### config.mk
export PLATFORM = sky130hd
export DESIGN_NAME = frame_buffer_sequencer
export DESIGN_NICKNAME = d
export VERILOG_FILES = /design/src/rtl/frame_buffer_sequencer.sv
export SDC_FILE = /design/constraint.sdc
export NUM_CORES = 1
export LEC_CHECK = 0
export ABC_AREA = 1
export CELL_PAD_IN_SITES_DETAIL_PLACEMENT = 1
export CELL_PAD_IN_SITES_GLOBAL_PLACEMENT = 1
export CORE_ASPECT_RATIO = 0.7
export CORE_MARGIN = 4
export CORE_UTILIZATION = 36
export DETAILED_ROUTE_END_ITERATION = 8
export PLACE_DENSITY_LB_ADDON = 0.1
export SYNTH_ARGS = -nofsm -noshare
export SYNTH_HDL_FRONTEND = slang
export SYNTH_SLANG_ARGS = --single-unit
### constraint.sdc
create_clock -name clk -period 1.83 [get_ports clk]
set_input_delay 0.366 -clock clk [delete_from_list [all_inputs] [get_ports clk]]
set_output_delay 0.366 -clock clk [all_outputs]
set_load 0.01 [all_outputs]
### src/rtl/frame_buffer_sequencer.sv
// ---------------------------------------------------------------------------
// frame_buffer_sequencer
//
// Frame-level controller placed in front of a 1-bit double-buffered frame
// buffer. Each frame it clears the back buffer, lets the renderer write into
// it, then waits for renderer completion plus the next vsync before issuing
// a one-cycle buffer swap.
//
// Optional feature macro: FRAME_BUFFER_SEQUENCER_STATS_EN
//   defined   -> missed_vsync counts vsync pulses not used for a swap
//                (saturating, cleared only by rst_n)
//   undefined -> missed_vsync is tied to 0, no counter is built
//
// Ports
//   clk           system clock, all logic on posedge
//   rst_n         asynchronous active-low reset
//   ce            clock enable; 0 freezes all state
//   vsync         one-cycle pulse at start of vertical blanking
//   r_wr_en       renderer pixel write strobe
//   r_wr_addr     renderer pixel address
//   r_wr_data     renderer pixel value
//   r_done        one-cycle pulse: renderer finished frame
//   render_start  one-cycle pulse: renderer may begin frame
//   fb_wr_en      frame buffer (back buffer) write enable
//   fb_wr_addr    frame buffer write address
//   fb_wr_data    frame buffer write data
//   fb_swap       one-cycle pulse: toggle displayed buffer
//   frame_cnt     number of swaps issued, wraps
//   missed_vsync  vsync pulses not used for a swap
// ---------------------------------------------------------------------------
module frame_buffer_sequencer #(
  parameter int   ADDR_W      = 19,
  parameter int   PIXELS      = 307200,
  parameter logic CLEAR_VALUE = 1'b0,
  parameter int   CNT_W       = 16
) (
  input  logic              clk,
  input  logic              rst_n,
  input  logic              ce,
  input  logic              vsync,
  input  logic              r_wr_en,
  input  logic [ADDR_W-1:0] r_wr_addr,
  input  logic              r_wr_data,
  input  logic              r_done,
  output logic              render_start,
  output logic              fb_wr_en,
  output logic [ADDR_W-1:0] fb_wr_addr,
  output logic              fb_wr_data,
  output logic              fb_swap,
  output logic [CNT_W-1:0]  frame_cnt,
  output logic [CNT_W-1:0]  missed_vsync
);

  // ST_START is the single cycle after the last clear write; it issues
  // render_start so that the pulse follows the final clear write.
  localparam logic [1:0] ST_CLEAR  = 2'd0;
  localparam logic [1:0] ST_START  = 2'd1;
  localparam logic [1:0] ST_RENDER = 2'd2;
  localparam logic [1:0] ST_WAIT   = 2'd3;

  localparam logic [ADDR_W-1:0] LAST_ADDR = ADDR_W'(PIXELS - 1);
  // One extra bit so the range check also works when PIXELS == 2**ADDR_W.
  localparam logic [ADDR_W:0]   PIX_LIMIT = (ADDR_W + 1)'(PIXELS);

  logic [1:0]        state_reg, state_next;
  logic [ADDR_W-1:0] clr_addr_reg, clr_addr_next;
  logic              render_start_reg, render_start_next;
  logic              fb_wr_en_reg, fb_wr_en_next;
  logic [ADDR_W-1:0] fb_wr_addr_reg, fb_wr_addr_next;
  logic              fb_wr_data_reg, fb_wr_data_next;
  logic              fb_swap_reg, fb_swap_next;
  logic [CNT_W-1:0]  frame_cnt_reg, frame_cnt_next;

  logic              addr_in_range;

  assign addr_in_range = ({1'b0, r_wr_addr} < PIX_LIMIT);

  always_comb begin
    state_next        = state_reg;
    clr_addr_next     = clr_addr_reg;
    render_start_next = 1'b0;
    fb_wr_en_next     = 1'b0;
    fb_wr_addr_next   = fb_wr_addr_reg;
    fb_wr_data_next   = fb_wr_data_reg;
    fb_swap_next      = 1'b0;
    frame_cnt_next    = frame_cnt_reg;
    if (ce) begin
      case (state_reg)
        ST_CLEAR: begin
          fb_wr_en_next   = 1'b1;
          fb_wr_addr_next = clr_addr_reg;
          fb_wr_data_next = CLEAR_VALUE;
          if (clr_addr_reg == LAST_ADDR) begin
            clr_addr_next = '0;
            state_next    = ST_START;
          end else begin
            clr_addr_next = clr_addr_reg + 1'b1;
          end
        end
        ST_START: begin
          render_start_next = 1'b1;
          state_next        = ST_RENDER;
        end
        ST_RENDER: begin
          // Registered pass-through; a write alongside r_done still lands
          // because the move to ST_WAIT only takes effect next cycle.
          fb_wr_en_next   = r_wr_en && addr_in_range;
          fb_wr_addr_next = r_wr_addr;
          fb_wr_data_next = r_wr_data;
          if (r_done) begin
            state_next = ST_WAIT;
          end
        end
        ST_WAIT: begin
          if (vsync) begin
            fb_swap_next   = 1'b1;
            frame_cnt_next = frame_cnt_reg + 1'b1;
            state_next     = ST_CLEAR;
          end
        end
        default: state_next = ST_CLEAR;
      endcase
    end
  end

  always_ff @(posedge clk or negedge rst_n) begin
    if (!rst_n) begin
      state_reg        <= ST_CLEAR;
      clr_addr_reg     <= '0;
      render_start_reg <= 1'b0;
      fb_wr_en_reg     <= 1'b0;
      fb_wr_addr_reg   <= '0;
      fb_wr_data_reg   <= 1'b0;
      fb_swap_reg      <= 1'b0;
      frame_cnt_reg    <= '0;
    end else begin
      state_reg        <= state_next;
      clr_addr_reg     <= clr_addr_next;
      render_start_reg <= render_start_next;
      fb_wr_en_reg     <= fb_wr_en_next;
      fb_wr_addr_reg   <= fb_wr_addr_next;
      fb_wr_data_reg   <= fb_wr_data_next;
      fb_swap_reg      <= fb_swap_next;
      frame_cnt_reg    <= frame_cnt_next;
    end
  end

  assign render_start = render_start_reg;
  assign fb_wr_en     = fb_wr_en_reg;
  assign fb_wr_addr   = fb_wr_addr_reg;
  assign fb_wr_data   = fb_wr_data_reg;
  assign fb_swap      = fb_swap_reg;
  assign frame_cnt    = frame_cnt_reg;

`ifdef FRAME_BUFFER_SEQUENCER_STATS_EN
  // Any vsync seen outside ST_WAIT cannot produce a swap. This includes the
  // r_done+vsync cycle in ST_RENDER, where the state is still ST_RENDER.
  logic             vsync_missed;
  logic [CNT_W-1:0] missed_reg;

  assign vsync_missed = ce && vsync && (state_reg != ST_WAIT);

  always_ff @(posedge clk or negedge rst_n) begin
    if (!rst_n) begin
      missed_reg <= '0;
    end else if (vsync_missed && (missed_reg != '1)) begin
      missed_reg <= missed_reg + 1'b1;
    end
  end

  assign missed_vsync = missed_reg;
`else
  assign missed_vsync = '0;
`endif

endmodule

==> metrics.txt, run 1 <==
# TYPE chip_impl_metric gauge
chip_impl_info{name="outcome",value="completed"} 1
chip_impl_metric{name="r2r_setup_slack",unit="ps"} 180
chip_impl_info{name="critical_path.cell_chain",value="clkdlybuf4s50_1"} 1
chip_impl_metric{name="gr-usage-met1",unit="%"} 27.13
chip_impl_metric{name="dr.pass1.iters",unit=""} 4
chip_impl_metric{name="cts_clk_pin_slew_worst_paths",unit="ps"} 50
chip_impl_metric{name="synthesis.area_per_instance",unit="µm²"} 8.006
chip_impl_metric{name="detailedRoute.firstIterationViolations",unit=""} 94
chip_impl_metric{name="cts_max_path_buffers",unit=""} 2
chip_impl_metric{name="maxClockFrequency",unit="MHz"} 577.5
chip_impl_metric{name="synth.lib_cells_used.distinct",unit=""} 34
chip_impl_metric{name="cap_violations",unit=""} 0
chip_impl_metric{name="post-route-util",unit="%"} 49.56
chip_impl_metric{name="cts_setup_buffers",unit=""} 0
chip_impl_metric{name="worst-path-max-fanout",unit=""} 6
chip_impl_metric{name="floorplan.io_pins",unit=""} 81
chip_impl_metric{name="die_h",unit="µm"} 88.48
chip_impl_metric{name="post-dp-hpwl",unit="mm"} 7.323
chip_impl_metric{name="syn_area",unit="mm²"} 0.003331
chip_impl_info{name="timing.critical_path.slowest_stage_cell",value="clkdlybuf4s50_1"} 1
chip_impl_metric{name="routed_wire_length_per_instance",unit="µm"} 15.29
chip_impl_metric{name="grt.met3_usage",unit="%"} 6.134
chip_impl_info{name="crit_path_end_kind",value="primary output"} 1
chip_impl_metric{name="layout-drive-gt1-share",unit="%"} 13.12
chip_impl_metric{name="netlist_instances",unit=""} 416
chip_impl_metric{name="synth_top_area_share",unit="%"} 45.08
chip_impl_metric{name="grt_first_pass_wirelength",unit="mm"} 15.80
chip_impl_metric{name="grt_use_met2",unit="%"} 27.86
chip_impl_metric{name="placeableCoreArea",unit="mm²"} 0.009035
chip_impl_metric{name="synth_warnings",unit=""} 0
chip_impl_info{name="synth-main-ff-cell",value="dfrtp_1"} 1
chip_impl_metric{name="antennaDiodeCount",unit=""} 0
chip_impl_metric{name="placedInstanceArea",unit="mm²"} 0.004167
chip_impl_metric{name="pin_count_of_the_biggest_net_entering_global_routing",unit=""} 61
chip_impl_info{name="synth_area_leader_cell",value="dfrtp_1"} 1
chip_impl_info{name="hold_class",value="in -> async"} 1
chip_impl_metric{name="synth-seq-cells",unit=""} 60
chip_impl_metric{name="grt_pass1_vias",unit=""} 3068
chip_impl_info{name="yosys.cell_count.top_type",value="nand2_1"} 1
chip_impl_metric{name="final.setup_skew",unit="ps"} 3.559
chip_impl_metric{name="die-width",unit="µm"} 123.0
chip_impl_info{name="worst_setup_path_category",value="reg -> out"} 1
chip_impl_info{name="post_synth_most_frequent_cells",value="108 x nand2_1, 60 x dfrtp_1, 53 x nor2_1"} 1
chip_impl_metric{name="via_count",unit=""} 2926
chip_impl_info{name="netlist_top_cells_area",value="dfrtp_1 45%, nand2_1 12%, nor2_1 6.0%"} 1
chip_impl_metric{name="maximum_ir_drop_on_the_vdd_rail",unit="V"} 0.0003991
chip_impl_metric{name="slew_viol_final",unit=""} 0
chip_impl_metric{name="cts_resized",unit=""} 0
chip_impl_metric{name="power.leakage",unit="nW"} 2.127
chip_impl_metric{name="critical_path_required",unit="ps"} 1460
chip_impl_info{name="tritoncts_clock_tree",value="built"} 1
chip_impl_metric{name="initial_core_util",unit="%"} 36.86
chip_impl_metric{name="routed_via_density",unit=""} 4.667
chip_impl_info{name="clock-root-buffer",value="clkbuf_16"} 1
chip_impl_metric{name="pwr_density_cell",unit="mW/mm²"} 829.1
chip_impl_metric{name="dpl.cell_count",unit=""} 611
chip_impl_metric{name="die_area",unit="mm²"} 0.01088
chip_impl_metric{name="yosysSeqAreaShare",unit="%"} 45.08
chip_impl_metric{name="setup_viol",unit=""} 0
chip_impl_metric{name="cp_slowest_stage_delay",unit="ps"} 580
chip_impl_metric{name="final_replace_weighted_congestion",unit=""} 0.7868
chip_impl_info{name="globalRoute.busiestLayer",value="met2"} 1
chip_impl_metric{name="core.rowCount",unit=""} 29
chip_impl_metric{name="cts_num_sinks",unit=""} 60
chip_impl_metric{name="grt_util_all_layers",unit="%"} 18.95
chip_impl_metric{name="final_antenna_net_count",unit=""} 0
chip_impl_metric{name="synth_edf_count",unit=""} 0
chip_impl_metric{name="period_share",unit="%"} 94.62
chip_impl_metric{name="grt_overflow_total",unit=""} 0
chip_impl_metric{name="portBuffers",unit=""} 64
chip_impl_metric{name="area_growth_syn_to_layout",unit="%"} 34.45
chip_impl_metric{name="hold_slack",unit="ps"} 50.53
chip_impl_metric{name="post-route-min-period",unit="ps"} 1732
chip_impl_metric{name="cts_made_buffers",unit=""} 9
chip_impl_metric{name="post_cts_hold_buffer_count",unit=""} 0
chip_impl_metric{name="antenna_found_initial",unit=""} 0
chip_impl_info{name="crit_family",value="buffers and inverters"} 1
chip_impl_metric{name="worst_ep_arrival_time",unit="ps"} 1370
chip_impl_metric{name="final_net_count",unit=""} 530
chip_impl_metric{name="drc",unit=""} 0
chip_impl_info{name="grt_setup_unrepaired",value="no"} 1
chip_impl_metric{name="route.final.wire_length",unit="mm"} 9.584
chip_impl_metric{name="timing_hold_violations_final",unit=""} 0
chip_impl_metric{name="stdcell_count",unit=""} 627
chip_impl_metric{name="fin_area",unit="mm²"} 0.004478
chip_impl_info{name="startpoint_type",value="flop"} 1
chip_impl_metric{name="ctsHtreeMaxLevel",unit=""} 3
chip_impl_metric{name="crit_buf_inv",unit=""} 1
chip_impl_metric{name="ys_async_sr_fraction",unit="%"} 100.0
chip_impl_metric{name="clkLatencyLatePin",unit="ps"} 320
## report_power, final
part	leakage, nW	total, W	internal, W	switching [W]
Sequential	0.718	0.00154	0.00143	0.000102
Clock	0.149	0.00170	0.00112	0.000578
Combinational	1.26	0.000477	0.000242	0.000235
## worst paths after layout
| path | startpoint | to | cells past startpoint |
|---|---|---|---|
| worst max register to register | state_reg[0] | clr_addr_reg[9] | 9 |
| worst min-delay path | rst_n | frame_cnt[1] | 2 |
| worst max-delay path | frame_cnt[2] | frame_cnt[2] | 1 |
| worst min register to register | frame_cnt[15] | frame_cnt[15] | 2 |
| max in group asynchronous | rst_n | fb_wr_addr[13] | 2 |
| min in group clk | frame_cnt[15] | frame_cnt[15] | 2 |
## logic make-up (layout without fill, tap and decap cells)
family | after synthesis | after routing | synth area share (%)
simple gates | 230 | 230 | 32.01
buf+inv | 73 | 145 | 10.93
flops | 60 | 60 | 45.08
compound gates | 29 | 29 | 5.146
xor+xnor | 17 | 17 | 4.470
fa+ha+maj | 6 | 6 | 2.254
other cells | 1 | 16 | 0.1126
## cell usage in the layout (no fill, tap or decap), types with 3 or more instances in the layout
cell type / synthesis / final
nand2_1: 108 / 108
clkdlybuf4s50_1: 0 / 63
dfrtp_1: 60 / 60
nor2_1: 53 / 53
inv_1: 43 / 43
a31oi_1: 19 / 19
nand3_1: 19 / 18
conb_1: 1 / 16
buf_4: 17 / 16
xor2_1: 13 / 13
nor3_1: 10 / 10
nand4_1: 9 / 9
clkbuf_16: 0 / 9
nand2_2: 7 / 7
nor2_2: 7 / 7
o21ai_0: 5 / 5
ha_1: 6 / 5
xnor2_1: 4 / 4
inv_2: 3 / 3
a21oi_1: 3 / 3
nor2_4: 3 / 3
buf_12: 0 / 3
## per-layer routing
metal	up-vias	wire, µm
met5	-	0
met4	0	29
met3	2	701
met2	75	4031
met1	1397	4820
li1	1452	-
## through the flow
stage | power [W] | setup WS (ps) | setup TNS [ps]
3_5_place_dp | 0.002045 | -128.3 | -782.1
6_report | 0.003713 | 98.37 | 0
5_1_grt | 0.003907 | 15.79 | 0
3_3_place_gp | 0.002021 | -82.67 | -480.0
4_1_cts | 0.003779 | 97.21 | 0
2_1_floorplan | 0.001798 | 334.6 | 0
## final cells by class
type / instances / area [µm²]
Fill cell: 1111 / 4557
Multi-Input combinational cell: 298 / 1529
Sequential cell: 60 / 1501
Timing Repair Buffer: 83 / 815.8
Clock buffer: 12 / 256.5
Inverter: 46 / 172.7
Tap cell: 124 / 155.1
Clock inverter: 4 / 47.55
(Power assumes the default switching activity.)
==> inputs of run 2 (changes only) <==
- CTS_CLUSTER_DIAMETER: not set -> 150
==> results of run 2 <==
The final DEF is identical to that of run 1; final timing and power are the same.
==> inputs of run 3 (changes only) <==
- CORE_UTILIZATION: 36 -> 34
- CTS_BUF_LIST: not set -> sky130_fd_sc_hd__clkbuf_8
- clock period: 1.83 -> 1.5 ns (I/O delays scaled with it)
==> metrics.txt, run 3 (synthesized netlist as in run 1, its figures left out) <==
# TYPE chip_impl_metric gauge
chip_impl_metric{name="final_replace_weighted_congestion",unit=""} 0.8341
chip_impl_info{name="tritoncts_clock_tree",value="built"} 1
chip_impl_metric{name="antenna_found_initial",unit=""} 0
chip_impl_metric{name="grt_pass1_vias",unit=""} 3380
chip_impl_info{name="violations",value="negative setup slack"} 1
chip_impl_metric{name="post-route-min-period",unit="ps"} 1523
chip_impl_info{name="outcome",value="finished, violations left"} 1
chip_impl_metric{name="via_count",unit=""} 3175
chip_impl_metric{name="period_share",unit="%"} 101.5
chip_impl_metric{name="sequential_group_share_of_total_power",unit="%"} 43.1
chip_impl_metric{name="cts_max_path_buffers",unit=""} 2
chip_impl_info{name="clock-root-buffer",value="clkbuf_8"} 1
chip_impl_metric{name="grt_util_all_layers",unit="%"} 18.56
chip_impl_metric{name="power_switching",unit="W"} 0.001223
chip_impl_metric{name="power.leakage",unit="nW"} 2.464
chip_impl_info{name="most_frequent_standard_cell_in_the_layout_excluding_fill_and_tap_cells",value="nand2_1"} 1
chip_impl_metric{name="die-width",unit="µm"} 126.3
chip_impl_metric{name="initial_core_util",unit="%"} 35.86
chip_impl_metric{name="r2r_setup_slack",unit="ps"} -20
chip_impl_metric{name="post-route-util",unit="%"} 53.79
chip_impl_metric{name="core.rowCount",unit=""} 29
chip_impl_metric{name="die_area",unit="mm²"} 0.01147
chip_impl_metric{name="pin_count_of_the_biggest_net_entering_global_routing",unit=""} 61
chip_impl_metric{name="hold_slack",unit="ps"} 496.4
chip_impl_info{name="startpoint_type",value="flop"} 1
chip_impl_metric{name="clkLatencyLatePin",unit="ps"} 350
chip_impl_metric{name="worst_ep_arrival_time",unit="ps"} 1770
chip_impl_metric{name="ctsHtreeMaxLevel",unit=""} 3
chip_impl_metric{name="p_total",unit="W"} 0.004298
chip_impl_metric{name="clock_power_share",unit="%"} 38.9
chip_impl_metric{name="grt_first_pass_wirelength",unit="mm"} 17.07
chip_impl_metric{name="drc",unit=""} 0
chip_impl_metric{name="cts_made_buffers",unit=""} 9
chip_impl_metric{name="die_h",unit="µm"} 90.81
chip_impl_metric{name="timing_hold_violations_final",unit=""} 0
chip_impl_metric{name="detailedRoute.firstIterationViolations",unit=""} 142
chip_impl_metric{name="portBuffers",unit=""} 64
chip_impl_metric{name="cap_violations",unit=""} 0
chip_impl_metric{name="final.setup_skew",unit="ps"} 8.507
chip_impl_metric{name="routed_via_density",unit=""} 4.718
chip_impl_metric{name="stdcell_count",unit=""} 673
chip_impl_metric{name="internal_power",unit="W"} 0.003075
chip_impl_metric{name="cts_num_sinks",unit=""} 60
chip_impl_metric{name="maximum_ir_drop_on_the_vdd_rail",unit="V"} 0.0004759
chip_impl_metric{name="final_net_count",unit=""} 576
chip_impl_metric{name="power.combinational.fraction",unit="%"} 17.9
chip_impl_metric{name="cts_clk_pin_slew_worst_paths",unit="ps"} 70
chip_impl_metric{name="critical_path_required",unit="ps"} 1740
chip_impl_info{name="crit_path_end_kind",value="flop"} 1
chip_impl_metric{name="final_antenna_net_count",unit=""} 0
chip_impl_metric{name="routed_wire_length_per_instance",unit="µm"} 16.04
chip_impl_metric{name="layout-drive-gt1-share",unit="%"} 26.96
chip_impl_info{name="grt_setup_unrepaired",value="yes"} 1
chip_impl_metric{name="antennaDiodeCount",unit=""} 0
chip_impl_metric{name="floorplan.io_pins",unit=""} 81
chip_impl_info{name="hold_class",value="in -> async"} 1
chip_impl_metric{name="dr.pass1.iters",unit=""} 4
chip_impl_metric{name="placeableCoreArea",unit="mm²"} 0.009289
chip_impl_info{name="worst_setup_path_category",value="reg -> reg"} 1
chip_impl_info{name="mostFrequentLayoutCells",value="98 x nand2_1, 58 x dfrtp_1, 51 x buf_4"} 1
chip_impl_metric{name="totalNegativeSetupSlack",unit="ps"} -66.24
chip_impl_metric{name="swShare",unit="%"} 28.46
chip_impl_metric{name="worst_slack",unit="ps"} -23.15
chip_impl_metric{name="layout.filler_cells",unit=""} 1119
chip_impl_metric{name="worst-path-max-fanout",unit=""} 3
chip_impl_metric{name="maxClockFrequency",unit="MHz"} 656.5
chip_impl_metric{name="slew_viol_final",unit=""} 0
chip_impl_metric{name="route.final.wire_length",unit="mm"} 10.80
chip_impl_metric{name="setup_viol",unit=""} 6
chip_impl_metric{name="pwr_density_cell",unit="mW/mm²"} 860.3
chip_impl_metric{name="area_growth_syn_to_layout",unit="%"} 50.00
chip_impl_metric{name="grt_overflow_total",unit=""} 0
chip_impl_metric{name="post-dp-hpwl",unit="mm"} 7.483
chip_impl_metric{name="dpl.cell_count",unit=""} 638
## run 3: cell type report
class                   count  area, µm²  share of cell area [%]
repair buffers            129       1202                   24.07
clock buffers               9      123.9                   2.479
flip-flops and latches     60       1504                   30.10
clock inverters             7      100.1                   2.004
inverters                  46      180.2                   3.606
multi-input cells         298       1730                   34.64
well taps                 124      155.1                   3.105
## run 3: layer usage
metal | GRT usage, % | up-vias | share of wire [%]
li1 | - | 1543 | -
met1 | 25.82 | 1547 | 48
met2 | 29.03 | 74 | 46
met3 | 4.433 | 11 | 4.5
met4 | 4.821 | 0 | 1.0
met5 | 0 | - | 0
## run 3: power by group through the flow
stage               Clock [W]  Combinational [W]  Sequential (W)
detailed placement          0           0.000710         0.00187
global placement            0           0.000692         0.00186
floorplan                   0           0.000285         0.00191
finish                0.00167           0.000771         0.00185
global route          0.00179           0.000839         0.00187
CTS                   0.00172           0.000696         0.00184
## run 3: worst max-delay path, cell delays in order, from the launching register on
cell and delay, ps:
dfrtp_1 390, buf_6 130, ha_4 150, nand3_4 100, nor2_4 150, nand2_4 90
nor3_4 210, nand2_1 80, nand2_1 70, nand2_1 50
## run 3: repair_timing
action / 4_1_cts / 5_1_grt
hold buffers: 1 / 0
gates resized for setup: 59 / 47
buffers inserted: 9 / 6
endpoints found under the setup margin: 81 / 47
pin swaps: 4 / 15
gates cloned: 1 / 2
endpoints found under the hold margin: 60 / 0
## run 3: through the flow
stage,worst slack (ps),instance area (µm²)
6_report,-23.15,4996
4_1_cts,-26.52,4728
5_1_grt,-138.1,4996
2_1_floorplan,4.623,3387
3_3_place_gp,-305.8,4369
3_5_place_dp,-358.6,4369
## run 3: path summary, 6_finish.rpt
check,from,endpoint,cells after the start
setup / recovery,state_reg[0],frame_cnt[15],9
max in group asynchronous,rst_n,frame_cnt[10],3
hold / removal,rst_n,fb_wr_addr[6],3
setup reg to reg,state_reg[0],frame_cnt[15],9
min in group clk,frame_cnt[15],frame_cnt[15],2
hold reg to reg,frame_cnt[15],frame_cnt[15],2
